[config.mk]
export PLATFORM = sky130hd
export DESIGN_NAME = status_flag_unit
export DESIGN_NICKNAME = d
export VERILOG_FILES = /design/src/rtl/status_flag_unit.sv
export SDC_FILE = /design/constraint.sdc
export NUM_CORES = 1
export LEC_CHECK = 0
export ABC_AREA = 1
export BUFFER_PORTS_ARGS = -buffer_cell sky130_fd_sc_hd__buf_2
export CAP_MARGIN = 20
export CORE_MARGIN = 3
export CORE_UTILIZATION = 25
export CTS_CLUSTER_DIAMETER = 30
export CTS_CLUSTER_SIZE = 30
export DETAILED_ROUTE_END_ITERATION = 16
export PLACE_DENSITY = 0.81
export SLEW_MARGIN = 20
export SYNTH_ARGS = -nofsm -noshare
export SYNTH_HDL_FRONTEND = slang
export SYNTH_SLANG_ARGS = --single-unit
[constraint.sdc]
create_clock -name clk -period 1.4 [get_ports clk]
set_clock_uncertainty 0.15 [all_clocks]
set_input_delay 0.07 -clock clk [delete_from_list [all_inputs] [get_ports clk]]
set_output_delay 0.07 -clock clk [all_outputs]
set_load 0.01 [all_outputs]
[src/rtl/status_flag_unit.sv]
// Condition-flag register {c,n,v,z} with a one-cycle write, same-cycle forward
// path, and a shadow copy for save/restore around exceptions.
module status_flag_unit (
    input  logic        clk,
    input  logic        rst_n,
    input  logic [1:0]  flag_kind,
    input  logic        s_bit,
    input  logic        valid,
    input  logic        freeze,
    input  logic        flush,
    input  logic [31:0] op_a,
    input  logic [31:0] op_b,
    input  logic [31:0] result,
    input  logic        carry_out,
    input  logic        save,
    input  logic        restore,
    output logic [3:0]  status_register,
    output logic [3:0]  status_next,
    output logic [3:0]  shadow_status,
    output logic        update_done
);

    typedef enum logic [1:0] {
        KIND_LOGIC = 2'b00,
        KIND_ADD   = 2'b01,
        KIND_SUB   = 2'b10,
        KIND_NONE  = 2'b11
    } kind_e;

    typedef struct packed {
        logic c;
        logic n;
        logic v;
        logic z;
    } flags_t;

    kind_e  kind;
    flags_t live;
    flags_t computed;
    logic   commit;
    logic   sign_a;
    logic   sign_b;
    logic   sign_r;

    // Only the sign bits of the operands feed the overflow rule.
    logic   unused_operand_bits;
    assign unused_operand_bits = ^{op_a[30:0], op_b[30:0]};

    assign kind   = kind_e'(flag_kind);
    assign live   = flags_t'(status_register);
    assign sign_a = op_a[31];
    assign sign_b = op_b[31];
    assign sign_r = result[31];

    // Restore owns the flag port for its cycle, so it also blocks the update.
    assign commit = valid & s_bit & ~flush & ~freeze & ~restore & (kind != KIND_NONE);

    always_comb begin
        // NOTE: start from a full default so every path assigns computed and no latch is inferred.
        computed   = live;
        computed.n = sign_r;
        computed.z = (result == 32'd0);
        case (kind)
            KIND_ADD: begin
                computed.c = carry_out;
                computed.v = (sign_a == sign_b) & (sign_r != sign_a);
            end
            KIND_SUB: begin
                computed.c = carry_out;
                computed.v = (sign_a != sign_b) & (sign_r != sign_a);
            end
            default: ;
        endcase
    end

    always_comb begin
        status_next = status_register;
        if (freeze) begin
            status_next = status_register;
        end else if (restore) begin
            status_next = shadow_status;
        end else if (commit) begin
            status_next = computed;
        end
    end

    always_ff @(posedge clk or negedge rst_n) begin
        if (!rst_n) begin
            status_register <= 4'b0000;
            shadow_status   <= 4'b0000;
            update_done     <= 1'b0;
        end else begin
            // NOTE: non-blocking, so shadow captures the pre-edge flags; save+restore becomes a swap.
            status_register <= status_next;
            if (save && !freeze) begin
                shadow_status <= status_register;
            end
            update_done <= commit;
        end
    end

endmodule

==> impl_metrics.csv, run 1 <==
group,metric,value,unit
status,status,"finished, violations left",
status,violations,"negative hold slack",
power_and_ir_drop,power,842,uW
logic_synthesis,ys_ff_latch,9,
global_route,track_usage,0.117,
logic_synthesis,synthTopCellsByArea,"dfrtp_1, nand2_1, nor2_1",
placed_design,dpl.hpwl,1560,um
global_route,antenna_found_initial,0,
setup_path,endpoint_kind,"output port",
setup_path,r2r_cells,3,
route,wl_met2,842,um
floorplanning,die_h,56.2,um
route,via_count,813,
final_layout,n_antenna_cell,0,
logic_synthesis,netlist_area,631,um^2
final_layout,design_area,0.00105,mm^2
floorplanning,row_count,17,
global_route,grt_pass1_vias,757,
floorplanning,dieArea,0.00316,mm^2
logic_synthesis,syn-num-nets,201,
setup_path,path_class,"in -> out",
power_and_ir_drop,pwr_density_cell,800,mW/mm^2
timing,fmax,742,MHz
worst_hold_path,holdPathEnd,"status_register[3]",
power_and_ir_drop,power_leakage,0.000603,uW
worst_hold_path,worstHoldStart,"restore",
clocking,cts_tree,"built",
logic_synthesis,yosysSeqAreaShare,0.357,
logic_synthesis,yosysTopAreaCellShare,0.357,
timing,post-route-min-period,1.35,ns
run,cap_violations,0,
setup_path,cp-start-kind,"input pin",
final_layout,register_area,225,um^2
global_route,grt_pass1_wl,2930,um
global_route,grt_max_degree,10,
route,drtIter0Drc,4,
logic_synthesis,ys_types,17,
clocking,numClockSinks,9,
worst_hold_path,holdPathStages,4,
setup_path,arrival,1.13,ns
logic_synthesis,ys_warn_count,0,
timing,fin_hold_ws,-0.00320,ns
clocking,cts.path.max_buffers,2,
route,routed-wl-met3,210,um
global_route,grt-ovfl-total,0,
timing,finalHoldViolations,1,
setup_path,rrSetupSlack,0.29,ns
timing,maxSlewHeadroom,0.845,
route,drt_first_pass_iters,4,
placed_design,place_area,958,um^2
timing,tightest_slew,0.232,ns
clocking,clock-root-buffer,"clkbuf_4",
clocking,clkSlewWorstSetupHoldPaths,0.06,ns
logic_synthesis,syn_area_per_cell,6.85,um^2
route,wirelength,1800,um
floorplanning,pin_count,120,
timing,setup_violations,0,
final_layout,final_layout_size_suffix_gt1_frac,0.510,
floorplanning,fp.dieW,56.2,um
logic_synthesis,synthesis.instances,92,
floorplanning,core_area,0.00230,mm^2
worst_hold_path,hold_path.class,"in -> reg",
timing,min_period_over_period,0.963,
power_and_ir_drop,peakVddDrop,0.487,mV
setup_path,regToRegEndpoint,"status_register[1]",
final_layout,fin_nets,267,
logic_synthesis,yosysTopAreaCell,"dfrtp_1",
clocking,htreeDepth,1,
route,dr.max_layer_used,"met4",
placed_design,io_buffers,57,
timing,drv_slew,0,
route,wire_per_inst,9.72,um
clocking,cts_buffers,3,
final_layout,synthToLayoutAreaGrowth,66.9,%
final_layout,multi_input_area,394,um^2
setup_path,crit_fanout,2,
route,drc_errors,0,
placed_design,routabilityCongestion,0.806,
clocking,insertion_delay,0.25,ns
route,postRouteAntennaNets,0,
route,wl_met1,726,um
floorplanning,start_util,0.275,
route,viasPerCell,4.39,
setup_path,reg2reg_from,"status_register[1]",
final_layout,nFillCells,247,
setup_path,worstPathRequired,1.18,ns
-- power breakdown --
group / internal, uW / switching [uW] / total, uW
Sequential: 305 / 34.2 / 339
Combinational: 156 / 157 / 312
Clock: 109 / 81.6 / 191
Total: 570 / 272 / 842
-- worst max-delay path, stage by stage --
cell	delay [ns]
buf_2	0.09
inv_1	0.04
ha_1	0.19
or2_2	0.29
nand3b_1	0.11
nand3_2	0.09
nand3_2	0.07
nand2_2	0.06
buf_6	0.13
-- sequential cells by signal, indices dropped and copies added (netlist names) --
signal and cells:
update_done 1, shadow_status 4, status_register 4
-- per-stage QoR --
stage / setup WS [ns] / hold slack [ns] / TNS [ns] / util / std cells
2_1_floorplan: 0.247 / -0.376 / 0 / - / 92
3_3_place_gp: -0.0262 / -0.222 / -0.0359 / 0.417 / 178
3_5_place_dp: -0.0198 / -0.217 / -0.0344 / 0.417 / 178
4_1_cts: 0.0130 / 0.00551 / 0 / 0.434 / 183
5_1_grt: -0.0284 / 0.0267 / -0.0366 / 0.458 / 185
6_report: 0.0521 / -0.00320 / 0 / 0.458 / 185
-- per-layer routing --
metal | up-vias | track usage
met4 | 0 | 0.0407
met3 | 2 | 0.0464
met5 | - | 0
li1 | 421 | -
met1 | 337 | 0.144
met2 | 53 | 0.185
-- placed cells by master (no fill, tap or decap) --
cell type | netlist | layout
nand2_2 | 1 | 3
clkbuf_4 | 0 | 3
buf_2 | 0 | 55
dfrtp_1 | 9 | 9
o21ai_0 | 2 | 2
inv_2 | 0 | 1
nand4_1 | 1 | 1
o211ai_1 | 1 | 1
nor2_1 | 23 | 22
nand2_1 | 26 | 24
mux2_2 | 2 | 2
or2_2 | 1 | 1
nand3_2 | 2 | 5
ha_2 | 0 | 1
inv_1 | 11 | 10
buf_4 | 0 | 3
dlygate4sd3_1 | 0 | 1
clkbuf_1 | 0 | 1
nand3_1 | 5 | 2
nor2_2 | 1 | 1
buf_6 | 0 | 2
a22oi_1 | 2 | 2
nand3b_1 | 1 | 1
ha_1 | 2 | 1
nor2_4 | 2 | 3
-- worst max-delay path by stage --
stage | startpoint | end | slack, ns | depth (start not counted)
after global placement | flag_kind[0] | status_next[0] | -0.03 | 10
after detailed placement | flag_kind[0] | status_next[0] | -0.02 | 10
after floorplan | flag_kind[0] | status_register[1] | 0.25 | 7
after CTS | flag_kind[0] | status_next[0] | 0.01 | 10
final | flag_kind[0] | status_next[1] | 0.05 | 9
after global routing | flag_kind[0] | status_next[1] | -0.03 | 10
-- final cells by class --
class	instances	area share
inverters	11	0.0392
clock buffers	4	0.0250
flip-flops and latches	9	0.214
multi-input cells	72	0.375
repair buffers	61	0.314
well taps	28	0.0333
-- cells in the mapped netlist --
cell type / instances
nand2_2: 1
inv_1: 11
or2_2: 1
nand3b_1: 1
nor2_1: 23
nor2_4: 2
nand2_1: 26
nand3_2: 2
nand3_1: 5
o21ai_0: 2
nand4_1: 1
dfrtp_1: 9
o211ai_1: 1
nor2_2: 1
mux2_2: 2
a22oi_1: 2
ha_1: 2
-- timing repair --
item,CTS,global route
gates resized for setup,1,10
setup endpoints to repair,3,3
buffers inserted,0,2
endpoints found under the hold margin,9,0
hold buffers,1,0
pin swaps,0,5
-- cell families (layout without fill, tap and decap cells) --
family,after synthesis,count (layout),synth area share
AOI/OAI and AO/OA,5,5,0.0516
adders and majority gates,2,2,0.0397
and+or+nand+nor,63,63,0.450
muxes,2,2,0.0357
DFF,9,9,0.357
buffers and inverters,11,76,0.0655
Power figures use the tool's default switching activity.
==> inputs of run 2 (changes only) <==
--- a/config.mk
+++ b/config.mk
@@ -6,14 +6,14 @@
 export NUM_CORES = 1
 export LEC_CHECK = 0
 export ABC_AREA = 1
-export BUFFER_PORTS_ARGS = -buffer_cell sky130_fd_sc_hd__buf_2
+export BUFFER_PORTS_ARGS = -buffer_cell sky130_fd_sc_hd__buf_4
 export CAP_MARGIN = 20
 export CORE_MARGIN = 3
-export CORE_UTILIZATION = 25
+export CORE_UTILIZATION = 27
 export CTS_CLUSTER_DIAMETER = 30
 export CTS_CLUSTER_SIZE = 30
 export DETAILED_ROUTE_END_ITERATION = 16
-export PLACE_DENSITY = 0.81
+export PLACE_DENSITY = 0.86
 export SLEW_MARGIN = 20
 export SYNTH_ARGS = -nofsm -noshare
 export SYNTH_HDL_FRONTEND = slang
==> constraint.sdc (replaced) <==
create_clock -name clk -period 1.66 [get_ports clk]
set_clock_uncertainty 0.15 [all_clocks]
set_input_delay 0.083 -clock clk [delete_from_list [all_inputs] [get_ports clk]]
set_output_delay 0.083 -clock clk [all_outputs]
set_load 0.01 [all_outputs]
==> impl_metrics.csv, run 2 (synthesis results as in run 1) <==
group,metric,value,unit
status,status,"finished clean",
final_layout,multi_input_area,364,um^2
clocking,cts_tree,"built",
clocking,cts-resized-gates,0,
setup_path,path_class,"in -> out",
setup_path,max_stage_delay,0.18,ns
power_and_ir_drop,pwr_density_cell,661,mW/mm^2
setup_path,cp-start-kind,"input pin",
timing,min_period_over_period,0.877,
final_layout,final_cells,182,
route,via_count,831,
placed_design,place_inst,176,
setup_path,crit_fanout,3,
floorplanning,pin_count,120,
final_layout,nFillCells,194,
final_layout,synthToLayoutAreaGrowth,80.6,%
timing,rsz0062_at_grt,"false",
floorplanning,dieArea,0.00295,mm^2
clocking,htreeDepth,1,
clocking,cts.path.max_buffers,2,
floorplanning,fp.dieW,54.3,um
floorplanning,start_util,0.303,
setup_path,endpoint_kind,"output port",
final_layout,register_area,225,um^2
route,wirelength,1960,um
route,drt_first_pass_iters,4,
final_layout,reg_top3,"shadow_status (4), status_register (4), update_done (1)",
setup_path,path_cells,"buf_4 -> ha_1 -> nor2_1 -> inv_1 -> nor2_4 -> nand2_1 -> nand2_1 -> nand3_1 -> nand2_1 -> buf_4",
placed_design,io_buffers,57,
clocking,postCtsSetupBuffers,0,
clocking,numClockSinks,9,
clocking,cts_buffers,3,
final_layout,final_layout_size_suffix_gt1_frac,0.445,
global_route,grt-ovfl-total,0,
floorplanning,core_area,0.00208,mm^2
global_route,track_usage,0.147,
placed_design,dpl.hpwl,1710,um
global_route,grt_pass1_wl,3110,um
timing,finalHoldViolations,0,
placed_design,place_area,0.00109,mm^2
final_layout,mostFrequentLayoutCells,"buf_4, nand2_1, nor2_1",
power_and_ir_drop,power,753,uW
route,drtIter0Drc,8,
final_layout,fin_nets,265,
route,viasPerCell,4.57,
floorplanning,die_h,54.3,um
timing,tightest_slew,0.242,ns
route,drc_errors,0,
final_layout,n_antenna_cell,0,
global_route,antenna_found_initial,0,
timing,fmax,687,MHz
timing,setup_violations,0,
placed_design,routabilityCongestion,0.804,
clocking,clock-root-buffer,"clkbuf_4",
clocking,insertion_delay,0.25,ns
final_layout,layout_commonest_cell,"buf_4",
setup_path,arrival,1.22,ns
setup_path,worstPathRequired,1.43,ns
global_route,grt_pass1_vias,825,
setup_path,cp_slowest_cell,"ha_1",
timing,post-route-min-period,1.46,ns
timing,drv_slew,0,
clocking,clkSlewWorstSetupHoldPaths,0.06,ns
run,cap_violations,0,
global_route,grt_max_degree,10,
final_layout,design_area,0.00114,mm^2
floorplanning,row_count,16,
timing,maxSlewHeadroom,0.838,
worst_hold_path,hold_path.class,"in -> reg",
route,wire_per_inst,10.8,um
power_and_ir_drop,peakVddDrop,0.329,mV
setup_path,crit_top_cell,"nand2_1",
route,postRouteAntennaNets,0,
timing,tns,0,ns
power_and_ir_drop,power_leakage,0.000633,uW
run 2: final timing paths:
path,from,endpoint,slack [ns],cells after the start
worst min-delay path,freeze,status_register[3],0.03,3
min in group asynchronous,rst_n,status_register[1],0.04,2
worst max register to register,status_register[1],status_register[1],0.67,2
worst max-delay path,flag_kind[0],status_next[3],0.20,10
max in group asynchronous,rst_n,shadow_status[0],1.19,2
worst min register to register,shadow_status[0],status_register[0],0.39,2
run 2: per-layer routing:
layer	routed length, um	vias up	GRT usage
li1	-	413	-
met1	758	363	0.154
met2	908	53	0.269
met3	274	2	0.0599
met4	18	0	0.0373
met5	0	-	0
run 2: area by class of cell:
class / instances / area share
Timing Repair Buffer: 59 / 0.393
Multi-Input combinational cell: 72 / 0.320
Sequential cell: 9 / 0.198
Inverter: 11 / 0.0363
Tap cell: 27 / 0.0297
Clock buffer: 4 / 0.0231
run 2: critical path: cells and delay by family:
| kind | cells | cell delay (ns) |
|---|---|---|
| adders and majority gates | 1 | 0.18 |
| buffers and inverters | 3 | 0.33 |
| and+or+nand+nor | 6 | 0.63 |
run 2: timing repair:
action	in CTS	in global routing
hold endpoints to repair	10	0
setup endpoints to repair	0	0
hold buffers	2	0
run 2: report_power, final:
| group | switching [uW] | internal (uW) |
|---|---|---|
| sequential | 32.7 | 257 |
| combinational | 130 | 173 |
| clock | 67.4 | 92.1 |
| total | 230 | 522 |
run 2: stage by stage:
step,worst slack [ns],hold WS (ns),util
5_1_grt,0.109,0.0206,0.547
4_1_cts,0.212,0.0158,0.547
2_1_floorplan,0.494,-0.363,-
3_5_place_dp,0.208,-0.238,0.525
6_report,0.205,0.0301,0.547
3_3_place_gp,0.219,-0.242,0.525
==> inputs of run 3 (changes only) <==
--- a/config.mk
+++ b/config.mk
@@ -8,12 +8,14 @@
 export ABC_AREA = 1
 export BUFFER_PORTS_ARGS = -buffer_cell sky130_fd_sc_hd__buf_4
 export CAP_MARGIN = 20
+export CELL_PAD_IN_SITES_DETAIL_PLACEMENT = 0
+export CELL_PAD_IN_SITES_GLOBAL_PLACEMENT = 1
 export CORE_MARGIN = 3
-export CORE_UTILIZATION = 27
+export CORE_UTILIZATION = 12
 export CTS_CLUSTER_DIAMETER = 30
 export CTS_CLUSTER_SIZE = 30
 export DETAILED_ROUTE_END_ITERATION = 16
-export PLACE_DENSITY = 0.86
+export PLACE_DENSITY = 0.76
 export SLEW_MARGIN = 20
 export SYNTH_ARGS = -nofsm -noshare
 export SYNTH_HDL_FRONTEND = slang
==> constraint.sdc (replaced) <==
create_clock -name clk -period 1.3 [get_ports clk]
set_clock_uncertainty 0.15 [all_clocks]
set_input_delay 0.065 -clock clk [delete_from_list [all_inputs] [get_ports clk]]
set_output_delay 0.065 -clock clk [all_outputs]
set_load 0.01 [all_outputs]
==> impl_metrics.csv, run 3 (synthesis results as in run 1) <==
group,metric,value,unit
setup_path,worstPathRequired,1.09,ns
setup_path,r2r_cells,5,
final_layout,postLayoutCoreUtil,0.275,
route,drtIter0Drc,21,
floorplanning,start_util,0.128,
setup_path,max_stage_delay,0.41,ns
final_layout,multi_input_area,432,um^2
worst_hold_path,hold_path.class,"in -> reg",
final_layout,final_cells,229,
final_layout,register_area,225,um^2
floorplanning,dieArea,0.00616,mm^2
timing,setup_violations,0,
final_layout,synthToLayoutAreaGrowth,114,%
clocking,htreeDepth,1,
setup_path,cp-endpoint,"status_next[1]",
floorplanning,row_count,25,
setup_path,path_class,"reg -> out",
route,drc_errors,0,
final_layout,reg_top3,"shadow_status (4), status_register (4), update_done (1)",
floorplanning,die_h,78.5,um
global_route,antenna_found_initial,0,
timing,fmax,782,MHz
final_layout,nFillCells,557,
final_layout,design_area,0.00135,mm^2
power_and_ir_drop,power_leakage,0.000684,uW
timing,tightest_slew,0.210,ns
route,drt_first_pass_iters,4,
clocking,cts_buffers,3,
status,status,"finished clean",
placed_design,place_inst,217,
global_route,grt_max_degree,10,
setup_path,rrSetupSlack,0.21,ns
clocking,insertion_delay,0.23,ns
setup_path,crit_start,"status_register[1]",
setup_path,arrival,1.06,ns
timing,maxSlewHeadroom,0.860,
placed_design,place_ws,-0.115,ns
clocking,cts.path.max_buffers,2,
global_route,grt_pass1_vias,815,
floorplanning,core_area,0.00491,mm^2
final_layout,fin_nets,272,
power_and_ir_drop,pwr_density_cell,866,mW/mm^2
final_layout,n_antenna_cell,0,
route,postRouteAntennaNets,0,
setup_path,cp_slowest_cell,"dfrtp_1",
timing,finalHoldViolations,0,
setup_path,endpoint_kind,"output port",
route,wirelength,2210,um
global_route,grt-ovfl-total,0,
placed_design,place_area,0.00115,mm^2
route,wire_per_inst,9.63,um
clocking,cts_tree,"built",
placed_design,routabilityCongestion,0.730,
global_route,track_usage,0.0673,
final_layout,final_layout_size_suffix_gt1_frac,0.549,
placed_design,io_buffers,57,
clocking,numClockSinks,9,
floorplanning,pin_count,120,
placed_design,dpl.hpwl,1760,um
setup_path,path_cells,"inv_2 -> nand2_1 -> nand3_2 -> nand2_2 -> buf_6",
final_layout,layout_commonest_cell,"buf_4",
power_and_ir_drop,peakVddDrop,0.436,mV
setup_path,regToRegEndpoint,"status_register[1]",
timing,setup_ws,0.0212,ns
final_layout,mostFrequentLayoutCells,"buf_4, nand2_1, nor2_1",
timing,post-route-min-period,1.28,ns
clocking,clkSlewWorstSetupHoldPaths,0.04,ns
timing,min_period_over_period,0.984,
clocking,clock-root-buffer,"clkbuf_8",
setup_path,cp-start-kind,"flop",
setup_path,crit_fanout,3,
run,cap_violations,0,
route,via_count,823,
route,viasPerCell,3.59,
global_route,grt_pass1_wl,3300,um
timing,drv_slew,0,
setup_path,reg2reg_from,"status_register[1]",
floorplanning,fp.dieW,78.5,um
run 3: cell types whose count changed in the layout (fill, tap and decap cells not counted), moves of 3 or more:
cell	delta
clkbuf_4	-3
buf_6	+6
inv_1	-3
clkbuf_8	+3
inv_2	+3
nand3_1	-3
run 3: cell type report:
type,count,share of cell area
tap,67,0.0621
sequential,9,0.167
inverter,11,0.0306
timing repair buffer,66,0.387
clock buffer,4,0.0334
multi-input combinational,72,0.320
run 3: power breakdown:
| group | leakage [uW] | switching (uW) | internal [uW] |
|---|---|---|---|
| Clock | 0.0000228 | 109 | 214 |
| Combinational | 0.000539 | 188 | 277 |
| Sequential | 0.000122 | 51.5 | 329 |
| Total | 0.000684 | 349 | 820 |
run 3: critical path, delay by kind of cell, from the launching register on:
kind	cells	cell delay, ns
buffers and inverters	2	0.20
and+or+nand+nor	3	0.22
DFF	1	0.41
run 3: per-stage QoR:
stage,hold WS [ns],power (uW),TNS (ns)
after floorplan,-0.381,505,0
after global placement,-0.254,770,-0.289
after detailed placement,-0.254,771,-0.334
after CTS,-0.00589,1120,0
after global routing,0.0181,1250,-0.0370
final,0.0131,1170,0
run 3: metal layers:
layer	vias to the layer above	track usage	wire, um
met3	6	0.0275	233
met2	48	0.110	1040
met1	342	0.0806	898
met5	-	0	0
li1	427	-	-
met4	0	0.0210	33
run 3: what timing repair did:
action / in CTS / in global routing
endpoints found under the setup margin: 4 / 4
buffers inserted: 1 / 5
hold endpoints to repair: 11 / 0
gates resized for setup: 9 / 15
pin swaps: 5 / 12
hold buffers: 2 / 0
cloned: 0 / 0
run 3: worst min-delay path by stage:
stage | depth (start not counted) | slack (ns) | start | endpoint
final | 3 | 0.01 | freeze | status_register[3]
after global routing | 3 | 0.02 | freeze | status_register[3]
after CTS | 3 | -0.006 | freeze | status_register[3]
after detailed placement | 1 | -0.25 | rst_n | shadow_status[1]
after global placement | 1 | -0.25 | rst_n | status_register[1]
after floorplan | 0 | -0.38 | rst_n | shadow_status[0]
